**src/rtl/pipeline_hazard_ctrl.sv**
```systemverilog
// Hazard controller for the 5-stage pipeline: freezes on data-memory waits, flushes on
// taken branches resolved in MEM, inserts load-use bubbles and keeps stall/flush counters.
module pipeline_hazard_ctrl #(
    parameter int TO_WIDTH  = 8,
    parameter int TO_LIMIT  = 200,
    parameter int CNT_WIDTH = 32
) (
    input  logic                 clk,
    input  logic                 reset_n,
    input  logic [4:0]           ifid_rs1,
    input  logic [4:0]           ifid_rs2,
    input  logic [4:0]           idex_rd,
    input  logic                 idex_memread,
    input  logic                 exmem_branch,
    input  logic                 exmem_zero,
    input  logic                 exmem_memread,
    input  logic                 exmem_memwrite,
    input  logic                 dmem_ready,
    output logic                 dmem_req,
    output logic                 pc_write,
    output logic                 ifid_write,
    output logic                 idex_bubble,
    output logic                 idex_hold,
    output logic                 exmem_hold,
    output logic                 ifid_flush,
    output logic                 idex_flush,
    output logic                 exmem_flush,
    output logic                 pc_sel_branch,
    output logic                 mem_timeout,
    output logic [CNT_WIDTH-1:0] stall_cycles,
    output logic [CNT_WIDTH-1:0] flush_count
);

    typedef enum logic [1:0] {
        ST_IDLE     = 2'd0,
        ST_MEM_WAIT = 2'd1,
        ST_ERROR    = 2'd2
    } state_t;

    // The wait that brings the counter to TO_LIMIT is the last one before ERROR.
    localparam logic [TO_WIDTH-1:0]  TO_LAST = TO_WIDTH'(TO_LIMIT - 1);
    localparam logic [CNT_WIDTH-1:0] CNT_MAX = {CNT_WIDTH{1'b1}};

    state_t                state_r;
    state_t                state_next_s;
    logic [TO_WIDTH-1:0]   to_cnt_r;
    logic [CNT_WIDTH-1:0]  stall_cnt_r;
    logic [CNT_WIDTH-1:0]  flush_cnt_r;
    logic                  mem_timeout_r;
    logic                  acc_s;
    logic                  taken_s;
    logic                  load_use_s;
    logic                  freeze_s;
    logic                  to_clear_s;
    logic                  to_inc_s;

    assign acc_s      = exmem_memread | exmem_memwrite;
    assign taken_s    = exmem_branch & exmem_zero;
    assign load_use_s = idex_memread & (idex_rd != 5'd0) &
                        ((idex_rd == ifid_rs1) | (idex_rd == ifid_rs2));

    // Next-state and pipeline control decode, priority ERROR > freeze > branch > load-use.
    always_comb begin
        state_next_s  = state_r;
        freeze_s      = 1'b0;
        to_clear_s    = 1'b0;
        to_inc_s      = 1'b0;
        dmem_req      = 1'b0;
        pc_write      = 1'b1;
        ifid_write    = 1'b1;
        idex_bubble   = 1'b0;
        idex_hold     = 1'b0;
        exmem_hold    = 1'b0;
        ifid_flush    = 1'b0;
        idex_flush    = 1'b0;
        exmem_flush   = 1'b0;
        pc_sel_branch = 1'b0;
        case (state_r)
            ST_IDLE: begin
                dmem_req = acc_s;
                if (acc_s && !dmem_ready) begin
                    freeze_s     = 1'b1;
                    to_clear_s   = 1'b1;
                    state_next_s = ST_MEM_WAIT;
                end else if (!acc_s && taken_s) begin
                    pc_sel_branch = 1'b1;
                    ifid_flush    = 1'b1;
                    idex_flush    = 1'b1;
                    exmem_flush   = 1'b1;
                end else if (load_use_s) begin
                    pc_write    = 1'b0;
                    ifid_write  = 1'b0;
                    idex_bubble = 1'b1;
                end else begin
                    state_next_s = ST_IDLE;
                end
            end
            ST_MEM_WAIT: begin
                dmem_req = 1'b1;
                if (dmem_ready) begin
                    state_next_s = ST_IDLE;
                end else begin
                    freeze_s = 1'b1;
                    to_inc_s = 1'b1;
                    if (to_cnt_r >= TO_LAST) begin
                        state_next_s = ST_ERROR;
                    end else begin
                        state_next_s = ST_MEM_WAIT;
                    end
                end
            end
            ST_ERROR: begin
                freeze_s     = 1'b1;
                state_next_s = ST_ERROR;
            end
            default: begin
                freeze_s     = 1'b1;
                state_next_s = ST_IDLE;
            end
        endcase
        if (freeze_s) begin
            pc_write   = 1'b0;
            ifid_write = 1'b0;
            idex_hold  = 1'b1;
            exmem_hold = 1'b1;
        end else begin
            idex_hold  = 1'b0;
        end
    end

    // State register.
    always_ff @(posedge clk or negedge reset_n) begin
        if (!reset_n) begin
            state_r <= ST_IDLE;
        end else begin
            state_r <= state_next_s;
        end
    end

    // Memory-wait timeout counter and sticky timeout flag.
    always_ff @(posedge clk or negedge reset_n) begin
        if (!reset_n) begin
            to_cnt_r      <= {TO_WIDTH{1'b0}};
            mem_timeout_r <= 1'b0;
        end else begin
            if (to_clear_s) begin
                to_cnt_r <= {TO_WIDTH{1'b0}};
            end else if (to_inc_s) begin
                to_cnt_r <= to_cnt_r + TO_WIDTH'(1);
            end else begin
                to_cnt_r <= to_cnt_r;
            end
            if (state_next_s == ST_ERROR) begin
                mem_timeout_r <= 1'b1;
            end else begin
                mem_timeout_r <= mem_timeout_r;
            end
        end
    end

    // Saturating performance counters.
    always_ff @(posedge clk or negedge reset_n) begin
        if (!reset_n) begin
            stall_cnt_r <= {CNT_WIDTH{1'b0}};
            flush_cnt_r <= {CNT_WIDTH{1'b0}};
        end else begin
            if (!pc_write && (stall_cnt_r != CNT_MAX)) begin
                stall_cnt_r <= stall_cnt_r + CNT_WIDTH'(1);
            end else begin
                stall_cnt_r <= stall_cnt_r;
            end
            if (pc_sel_branch && (flush_cnt_r != CNT_MAX)) begin
                flush_cnt_r <= flush_cnt_r + CNT_WIDTH'(1);
            end else begin
                flush_cnt_r <= flush_cnt_r;
            end
        end
    end

    assign mem_timeout  = mem_timeout_r;
    assign stall_cycles = stall_cnt_r;
    assign flush_count  = flush_cnt_r;

endmodule

```
**config.mk**
```make
export PLATFORM = sky130hd
export DESIGN_NAME = pipeline_hazard_ctrl
export DESIGN_NICKNAME = d
export VERILOG_FILES = /design/src/rtl/pipeline_hazard_ctrl.sv
export SDC_FILE = /design/constraint.sdc
export NUM_CORES = 1
export LEC_CHECK = 0
export BUFFER_PORTS_ARGS = -buffer_cell sky130_fd_sc_hd__clkbuf_2
export CAP_MARGIN = 40
export CELL_PAD_IN_SITES_DETAIL_PLACEMENT = 0
export CELL_PAD_IN_SITES_GLOBAL_PLACEMENT = 1
export CORE_ASPECT_RATIO = 0.75
export CORE_UTILIZATION = 45
export CTS_BUF_LIST = sky130_fd_sc_hd__clkbuf_4
export DETAILED_ROUTE_END_ITERATION = 8
export GPL_ROUTABILITY_DRIVEN = 0
export PLACE_DENSITY_LB_ADDON = 0.1
export SLEW_MARGIN = 20
export SYNTH_ARGS = -nofsm -noshare
export SYNTH_HDL_FRONTEND = slang
export SYNTH_SLANG_ARGS = --single-unit
export TNS_END_PERCENT = 5
```
**constraint.sdc**
```tcl
create_clock -name clk -period 5.7 [get_ports clk]
set_input_delay 0 -clock clk [delete_from_list [all_inputs] [get_ports clk]]
set_output_delay 0 -clock clk [all_outputs]
set_load 0.02 [all_outputs]
```
## After elaboration in Yosys (flattened, before gate mapping)

Cells that the tools add are included.

- Add/sub/neg operators: 3
- Magnitude comparators: 1
- Equal/unequal tests: 7
- Multiplexer cells: 27
- Bitwise gates (word level): 5
- Reductions and logical operators: 10

Operator list:

| cell | count |
|---|---|
| $add A32 B1 Y32 const B | 2 |
| $ne A32 B32 Y1 const B | 2 |
| $mux W1 | 17 |
| $mux W8 | 2 |
| $eq A5 B5 Y1 | 2 |
| $mux W2 | 5 |
| $add A8 B1 Y8 const B | 1 |
| $ge A8 B8 Y1 const B | 1 |
| $pmux W2 S3 | 1 |
| $reduce_bool A5 Y1 | 1 |
| $eq A2 B2 Y1 const B | 2 |
| $logic_and A1 B1 Y1 | 4 |
| $pmux W1 S2 | 2 |
| $and A1 B1 Y1 | 3 |
| $logic_not A1 Y1 | 3 |
| $eq A2 B1 Y1 const B | 1 |
| $logic_not A2 Y1 | 1 |
| $or A1 B1 Y1 | 2 |
| $reduce_bool A2 Y1 | 1 |

- Flip-flop bits (word level): 75
- Bits of input ports: 23
- Output and inout port bits: 75

## Depth between registers and ports, before layout

Gate-level depths: netlist (run 1).

- Word-level depth: 10
- Depth in mapped cells: 8

## Worst setup path before layout (run 1)

OpenSTA, ideal clock, no wires.

- Kind: register to register
- Start: register stall_cnt_r[0] (netlist: stall_cycles[0])
- End: register stall_cnt_r[1] (netlist: stall_cycles[1])
- Arrival: 2.005 ns
- Required time: 5.575 ns
- Path slack: 3.570 ns
- Stages on the path, launching flop included: 8
- Path buffers: 1
- Period minus slack after synthesis: 2.130 ns
- Cell sequence: dfrtp_1 -> ha_1 -> nand3_1 -> nor3_1 -> nand3_1 -> nand2_4 -> buf_6 -> mux2_2

- Word-level cells in the longest chain between the ends: 2

RTL lines:

| item | line | RTL |
|---|---|---|
| from (decl) | 47 | `logic [CNT_WIDTH-1:0] stall_cnt_r;` |
| from (signal assigned) | 164 | `stall_cnt_r <= {CNT_WIDTH{1'b0}};` |
| from (signal assigned) | 168 | `stall_cnt_r <= stall_cnt_r + CNT_WIDTH'(1);` |
| from (signal assigned) | 170 | `stall_cnt_r <= stall_cnt_r;` |
| parallel branches: the longest is 2 deep, another holds $add A32 B1 Y32 | - |  |

Several ways; the timed one is not identified.
A chain may end at the register's enable or synchronous reset.

## Final worst setup path (run 1)

- Start: register state_r[1]
- End: register stall_cnt_r[29] (netlist: stall_cycles[29])

- Word-level cells in the longest chain between the ends: 5

RTL lines:

| item | line | RTL |
|---|---|---|
| from (decl) | 44 | `state_t state_r;` |
| from (signal assigned) | 136 | `state_r <= state_next_s;` |
| $eq A2 B1 Y1 / $logic_not A2 Y1 (equally long branches) | 78 | `case (state_r)` |
| $pmux W1 S2 / $mux W1 (equally long branches) | 78 |  |
| $mux W1 (*) | 121 | `if (freeze_s) begin` |
| $logic_not A1 Y1 (*) | 167 | `if (!pc_write && (stall_cnt_r != CNT_MAX)) begin` |
| $logic_and A1 B1 Y1 (*) | 167 |  |

Mark *: on every way between the ends. The rest lies on a longest branch, timed or not.

==> reports/summary.txt, run 1 <==
status - completed
Switching Fraction - 33.7%
clock network power share - 27.5%
flop and latch count out of synthesis - 75
slowest stage cell, crit path - or4_4
Core Area - 8060 µm²
top cells by area, synth - dfrtp_1 49%, xor2_1 11%, xnor2_1 7.4%
die height - 81.7 µm
Initial DRT Pass Iterations - 4
Root Driver - clkbuf_4
RSZ-0062 raised after global routing - false
grt peak-use layer - met1
met2 Use GR - 27.6%
CP Buf/Inv Count - 0
Required @ worst endpoint - 6050 ps
worst-case clock buffer depth - 2
top cells by count, synth - 75 x dfrtp_1, 46 x xor2_1, 35 x nor2_1, 33 x nand2_1, 32 x xnor2_1
starting density of the core - 47.3%
Post-Syn Area - 3810 µm²
first-pass GRT wire length - 13.4 mm
CP endpoint kind - flop
htree depth - 3
I/O Buffers - 97
part of the Yosys area used for sequential elements - 49.3%
Worst-Skew Late Latency - 410 ps
Max VDD drop - 206 µV
vias in the first global route - 2748
Synth top area share - 49.3%
Die X - 108 µm
Area growth syn-to-layout - 20.0%
detailed placement HPWL - 6.11 mm
most common cell in the synthesized netlist - dfrtp_1
Clock Skew - 12.6 ps
clk sinks - 75
Least-Margin Pin Slew - 614 ps
initial antenna violation count - 0
residual DRC count - 0
crit path DAT - 2700 ps
fin util - 56.7%
final setup vio count - 0
Total Routing Usage GR - 19.9%
largest area contributor in the netlist - dfrtp_1
CP cell instances - nor2_1 > nand2_1 > or4_4 > o21bai_4 > nand2_4 > nor4_1 > xor2_1
Synth Area per Inst - 10.6 µm²
worst hold path type - in2async
Num CTS Buffers - 9
Max Fanout on Critical Path - 25
critical path's top delay family - simple AND/OR/NAND/NOR gates
FMAX - 425 MHz
ANT cells - 0
Mapped Cells - 359
routed via count - 2895
Crit path largest cell delay - 530 ps
synth warn - 0
largest net degree at the start of global routing - 50
clk slew on worst S/H paths - 130 ps
I/O pin cnt - 98
share of cells above drive strength 1 - 30.1%
Pint - 810 µW
syn nets - 385
Max-Cap Viols - 0
GRT met1 Usage - 29.1%
die area - 8840 µm²
Gate power share - 20.7%
setup_tns - 0 ps
remaining global-route overflow - 0
CP Class - reg2reg
CTS tree - built
switching power - 413 µW
Fin. Hold Viols - 0
post-synth cell types - 43
Routed WL - 8.20 mm
CP Launch Type - flop
drt via density - 5.04
Pwr Density - 268 nW/µm²
min Tclk post-route - 2350 ps
met3 GRT Util - 7.06%
Slew Viols, Final - 0
Seq pwr share - 51.8%
relative slew slack - 58.7%
EDFF count, synth - 0
antenna-violating nets left - 0
FP Rows - 28
Iter 0 DRT Violations - 123
Post-CTS Resized - 0
Leakage - 2.28 nW
prevailing post-synth register cell - dfrtp_1
wire per inst - 14.3 µm
fin crit share - 41.3%
share of synthesized registers carrying an async set or reset - 100%
Layout Nets - 490
[logic make-up (layout without fill, tap and decap cells)]
family          after synthesis  in the layout  share of synthesized area, %
mux                           3              3                         0.887
compound gates               11             11                          2.20
simple gates                170            170                          26.1
fa+ha+maj                     3              3                         0.986
flops                        75             75                          49.3
xor+xnor                     78             78                          17.9
buf+inv                      19            129                          2.63
[final timing paths]
kind / from / to / slack (ps) / cells after the start
max: state_r[1] / stall_cycles[29] / 3350 / 7
min: reset_n / mem_timeout / 20 / 2
max reg2reg: state_r[1] / stall_cycles[29] / 3350 / 7
min reg2reg: mem_timeout / mem_timeout / 490 / 1
max in group asynchronous: reset_n / flush_count[6] / 5110 / 3
min in group clk: exmem_memread / to_cnt_r[7] / 70 / 4
[layer usage]
metal | part of all wire (%) | wire, µm
met4 | 0.57 | 47
met5 | 0 | 0
met3 | 6.8 | 561
met2 | 42 | 3430
met1 | 51 | 4160
[through the flow]
| stage | power [mW] | setup slack (ps) | cells | hold slack [ps] | area, µm² |
|---|---|---|---|---|---|
| 6_report | 1.22 | 3350 | 574 | 23.4 | 4570 |
| 5_1_grt | 1.29 | 3140 | 574 | 44.2 | 4570 |
| 4_1_cts | 1.24 | 3320 | 574 | 12.6 | 4570 |
| 3_5_place_dp | 0.899 | 3350 | 556 | -52.8 | 4410 |
| 3_3_place_gp | 0.890 | 3430 | 554 | 211 | 4380 |
| 2_1_floorplan | 0.801 | 3570 | 359 | -296 | 3810 |
[cell type report]
type | instances | area, µm²
Tap cell | 105 | 131
Inverter | 11 | 41.3
Clock inverter | 6 | 66.3
Fill cell | 780 | 3490
Multi-Input combinational cell | 265 | 1830
Timing Repair Buffer | 102 | 547
Clock buffer | 10 | 75.1
Sequential cell | 75 | 1880
[sequential cells by signal (all words and copies together), names as in the netlist]
name          count
state_r           2
to_cnt_r          8
flush_count      32
mem_timeout       1
stall_cycles     32
[cell usage in the layout (no fill, tap or decap), types with 2 or more instances in the layout]
| cell type | n |
|---|---|
| clkbuf_2 | 96 |
| nand3_1 | 29 |
| nand2b_1 | 5 |
| a21oi_1 | 2 |
| dfrtp_1 | 75 |
| clkbuf_4 | 10 |
| or4_4 | 2 |
| ha_1 | 3 |
| inv_1 | 11 |
| buf_4 | 2 |
| nor4_1 | 6 |
| xnor2_1 | 32 |
| nor4_2 | 2 |
| nand2_1 | 33 |
| xor2_1 | 46 |
| nor3_2 | 10 |
| nor2_1 | 35 |
| nor4_4 | 2 |
| nor3_1 | 11 |
| o21ai_0 | 3 |
| mux2_2 | 3 |
| and3_1 | 6 |
| dlygate4sd3_1 | 2 |
| and4_1 | 7 |
| nand4_1 | 9 |
| clkinvlp_4 | 3 |
[power by group through the flow]
stage	Clock (mW)	Combinational (mW)	Sequential [mW]
after floorplan	0	0.117	0.685
after global placement	0	0.248	0.642
after detailed placement	0	0.254	0.645
after CTS	0.348	0.257	0.635
after global routing	0.371	0.280	0.642
final	0.336	0.253	0.634
[what timing repair did]
| action | CTS | global route |
|---|---|---|
| endpoints found under the hold margin | 81 | 0 |
| setup endpoints to repair | 0 | 0 |
| hold buffers | 2 | 0 |
| setup buffers | 0 | 0 |
Power figures use the tool's default switching activity.
==> run 2: changes to the inputs <==
--- a/config.mk
+++ b/config.mk
@@ -10,7 +10,7 @@
 export CELL_PAD_IN_SITES_DETAIL_PLACEMENT = 0
 export CELL_PAD_IN_SITES_GLOBAL_PLACEMENT = 1
 export CORE_ASPECT_RATIO = 0.75
-export CORE_UTILIZATION = 45
+export CORE_UTILIZATION = 38
 export CTS_BUF_LIST = sky130_fd_sc_hd__clkbuf_4
 export DETAILED_ROUTE_END_ITERATION = 8
 export GPL_ROUTABILITY_DRIVEN = 0
==> constraint.sdc (replaced) <==
create_clock -name clk -period 2.1 [get_ports clk]
set_input_delay 0 -clock clk [delete_from_list [all_inputs] [get_ports clk]]
set_output_delay 0 -clock clk [all_outputs]
set_load 0.02 [all_outputs]
==> run 2 against run 1 <==
Net effect: final area rose by 8.5%; combinational power rose to 3.3 times the previous value; fmax rose by 15%; sequential cell count did not move; clock skew rose by 5.7 ps; final cell count rose by 11%; clock power rose to 2.6 times the previous value; critical path depth rose by 1; register-to-register slack got worse by 3300 ps; critical endpoint is now stall_cycles[13]; highest routed layer unchanged.
==> reports/summary.txt, run 2 (synthesis results as in run 1) <==
vias in the first global route - 2885 (+5.0%)
clock network power share - 25.7% (-1.8 points)
initial antenna violation count - 0 (unchanged)
relative slew slack - 58.8% (+0.12 points)
register area - 1880 µm² (about the same)
routed via count - 3036 (+4.9%)
Root Driver - clkbuf_4
Switching Fraction - 32.7% (-1.1 points)
Min Hold Slack - 100 ps (+77.0 ps)
I/O pin cnt - 98 (unchanged)
Max-Cap Viols - 0 (unchanged)
Iter 0 DRT Violations - 117 (-4.9%)
wire per inst - 13.5 µm (-5.7%)
residual DRC count - 0 (unchanged)
die area - 10400 µm² (+18%)
Pint - 2.29 mW (+180%)
die height - 88.7 µm (+8.6%)
CP endpoint kind - flop
Worst-Skew Late Latency - 440 ps (+30 ps)
I/O Buffers - 97 (unchanged)
CTS tree - built
Post-Layout Cell Count - 640 (+11%)
WL met1 - 4.46 mm (+7.2%)
clk sinks - 75 (unchanged)
Initial DRT Pass Iterations - 4 (unchanged)
ANT cells - 0 (unchanged)
DP Area - 4750 µm² (+7.9%)
CP Launch Type - flop
Seq pwr share - 49.6% (-2.2 points)
Least-Margin Pin Slew - 618 ps (+3.90 ps)
FMAX - 488 MHz (+15%)
drt via density - 4.74 (-5.9%)
Core Area - 9700 µm² (+20%)
worst slack, placed - -11.0 ps (-3360 ps)
Total Routing Usage GR - 17.6% (-2.3 points)
fin crit share - 97.5% (+56 points)
Die X - 118 µm (+8.7%)
Inst Count DP - 623 (+12%)
routed length on met2 - 3.60 mm (+4.8%)
Max VDD drop - 481 µV (+130%)
largest net degree at the start of global routing - 47 (-6.0%)
setup_tns - 0 ps (unchanged)
Clock Skew - 18.3 ps (+5.67 ps)
fin util - 51.1% (-5.6 points)
Top Layer Used - met4
min Tclk post-route - 2050 ps (-305 ps)
multi-input combinational cell area - 1890 µm² (+3.4%)
Area growth syn-to-layout - 30.2%
RSZ-0062 raised after global routing - true
Routed WL - 8.62 mm (+5.2%)
Num CTS Buffers - 9 (unchanged)
share of cells above drive strength 1 - 37.2% (+7.1 points)
Final Power - 3.41 mW (+180%)
commonest cells after routing, fill and taps aside - 96 x clkbuf_2, 74 x dfrtp_1, 46 x xor2_1
commonest non-fill, non-tap cell in the layout - clkbuf_2
antenna-violating nets left - 0 (unchanged)
Gate power share - 24.7% (+4.0 points)
final setup vio count - 0 (unchanged)
Fin. Hold Viols - 0 (unchanged)
Slew Viols, Final - 0 (unchanged)
reg2reg setup slack - 50 ps (-3290 ps)
Fillers - 938 (+20%)
Max Fanout on Critical Path - 15 (-40%)
Leakage - 2.51 nW (+10%)
Worst Slack Setup Final - 51.6 ps (-3290 ps)
crit path DAT - 2420 ps (-280 ps)
Required @ worst endpoint - 2470 ps (-3580 ps)
Layout Nets - 530 (+8.2%)
worst-case clock buffer depth - 2 (unchanged)
remaining global-route overflow - 0 (unchanged)
detailed placement HPWL - 6.48 mm (+6.0%)
htree depth - 3 (unchanged)
worst hold path type - in2async
first-pass GRT wire length - 14.3 mm (+6.7%)
switching power - 1.11 mW (+170%)
status - completed
met3 WL - 488 µm (-13%)
FP Rows - 31 (+11%)
CP Class - reg2reg
starting density of the core - 39.3% (-8.0 points)
design area - 4960 µm² (+8.5%)
Pwr Density - 687 nW/µm² (+160%)
clk slew on worst S/H paths - 130 ps (about the same)
==> run 2: changes by cell type in the layout (fill, tap and decap cells not counted), sizes merged <==
cell      delta
clkinv       +1
buf         +40
clkinvlp     -3
clkbuf       +1
==> run 2: critical path, cell delays in order (launching register included) <==
cell	delay, ps
dfrtp_1	400
nor2_2	120
nand2_1	60
or4_4	530
o21bai_4	230
nand2_8	150
buf_4	190
nor3_4	160
xor2_1	160
==> run 2: worst paths after layout <==
kind                                          to     startpoint  cells after the start
worst min-delay path                 to_cnt_r[1]        reset_n                      2
worst min register to register       mem_timeout    mem_timeout                      1
max in group asynchronous        stall_cycles[4]        reset_n                      3
worst max-delay path            stall_cycles[13]     state_r[1]                      8
min in group clk                     to_cnt_r[3]  exmem_memread                      5
worst max register to register  stall_cycles[13]     state_r[1]                      8
==> run 2: metal layers <==
metal	track usage, %	vias to the layer above
li1	-	1516
met2	26.4	78
met3	5.67	8
met4	4.90	0
met5	0	-
met1	24.5	1434
==> run 2: power by group through the flow <==
stage / sequential [mW] / clock (mW) / combinational [mW]
global placement: 1.72 / 0 / 0.835
floorplan: 1.86 / 0 / 0.322
global route: 1.71 / 0.958 / 0.931
detailed placement: 1.72 / 0 / 0.845
finish: 1.69 / 0.875 / 0.843
CTS: 1.69 / 0.912 / 0.856
==> run 2: cell type report <==
class	count	area share [%]
multi-input cells	265	38.2
flip-flops and latches	75	37.9
repair buffers	142	17.3
well taps	132	3.33
clock buffers	11	1.67
clock inverters	4	0.858
inverters	11	0.833
==> run 2: what timing repair did <==
action	CTS	global route
gates cloned	0	0
pin swaps	1	1
hold buffers	2	0
buffers inserted	0	0
endpoints found under the hold margin	47	0
resized for setup	3	10
endpoints found under the setup margin	9	35
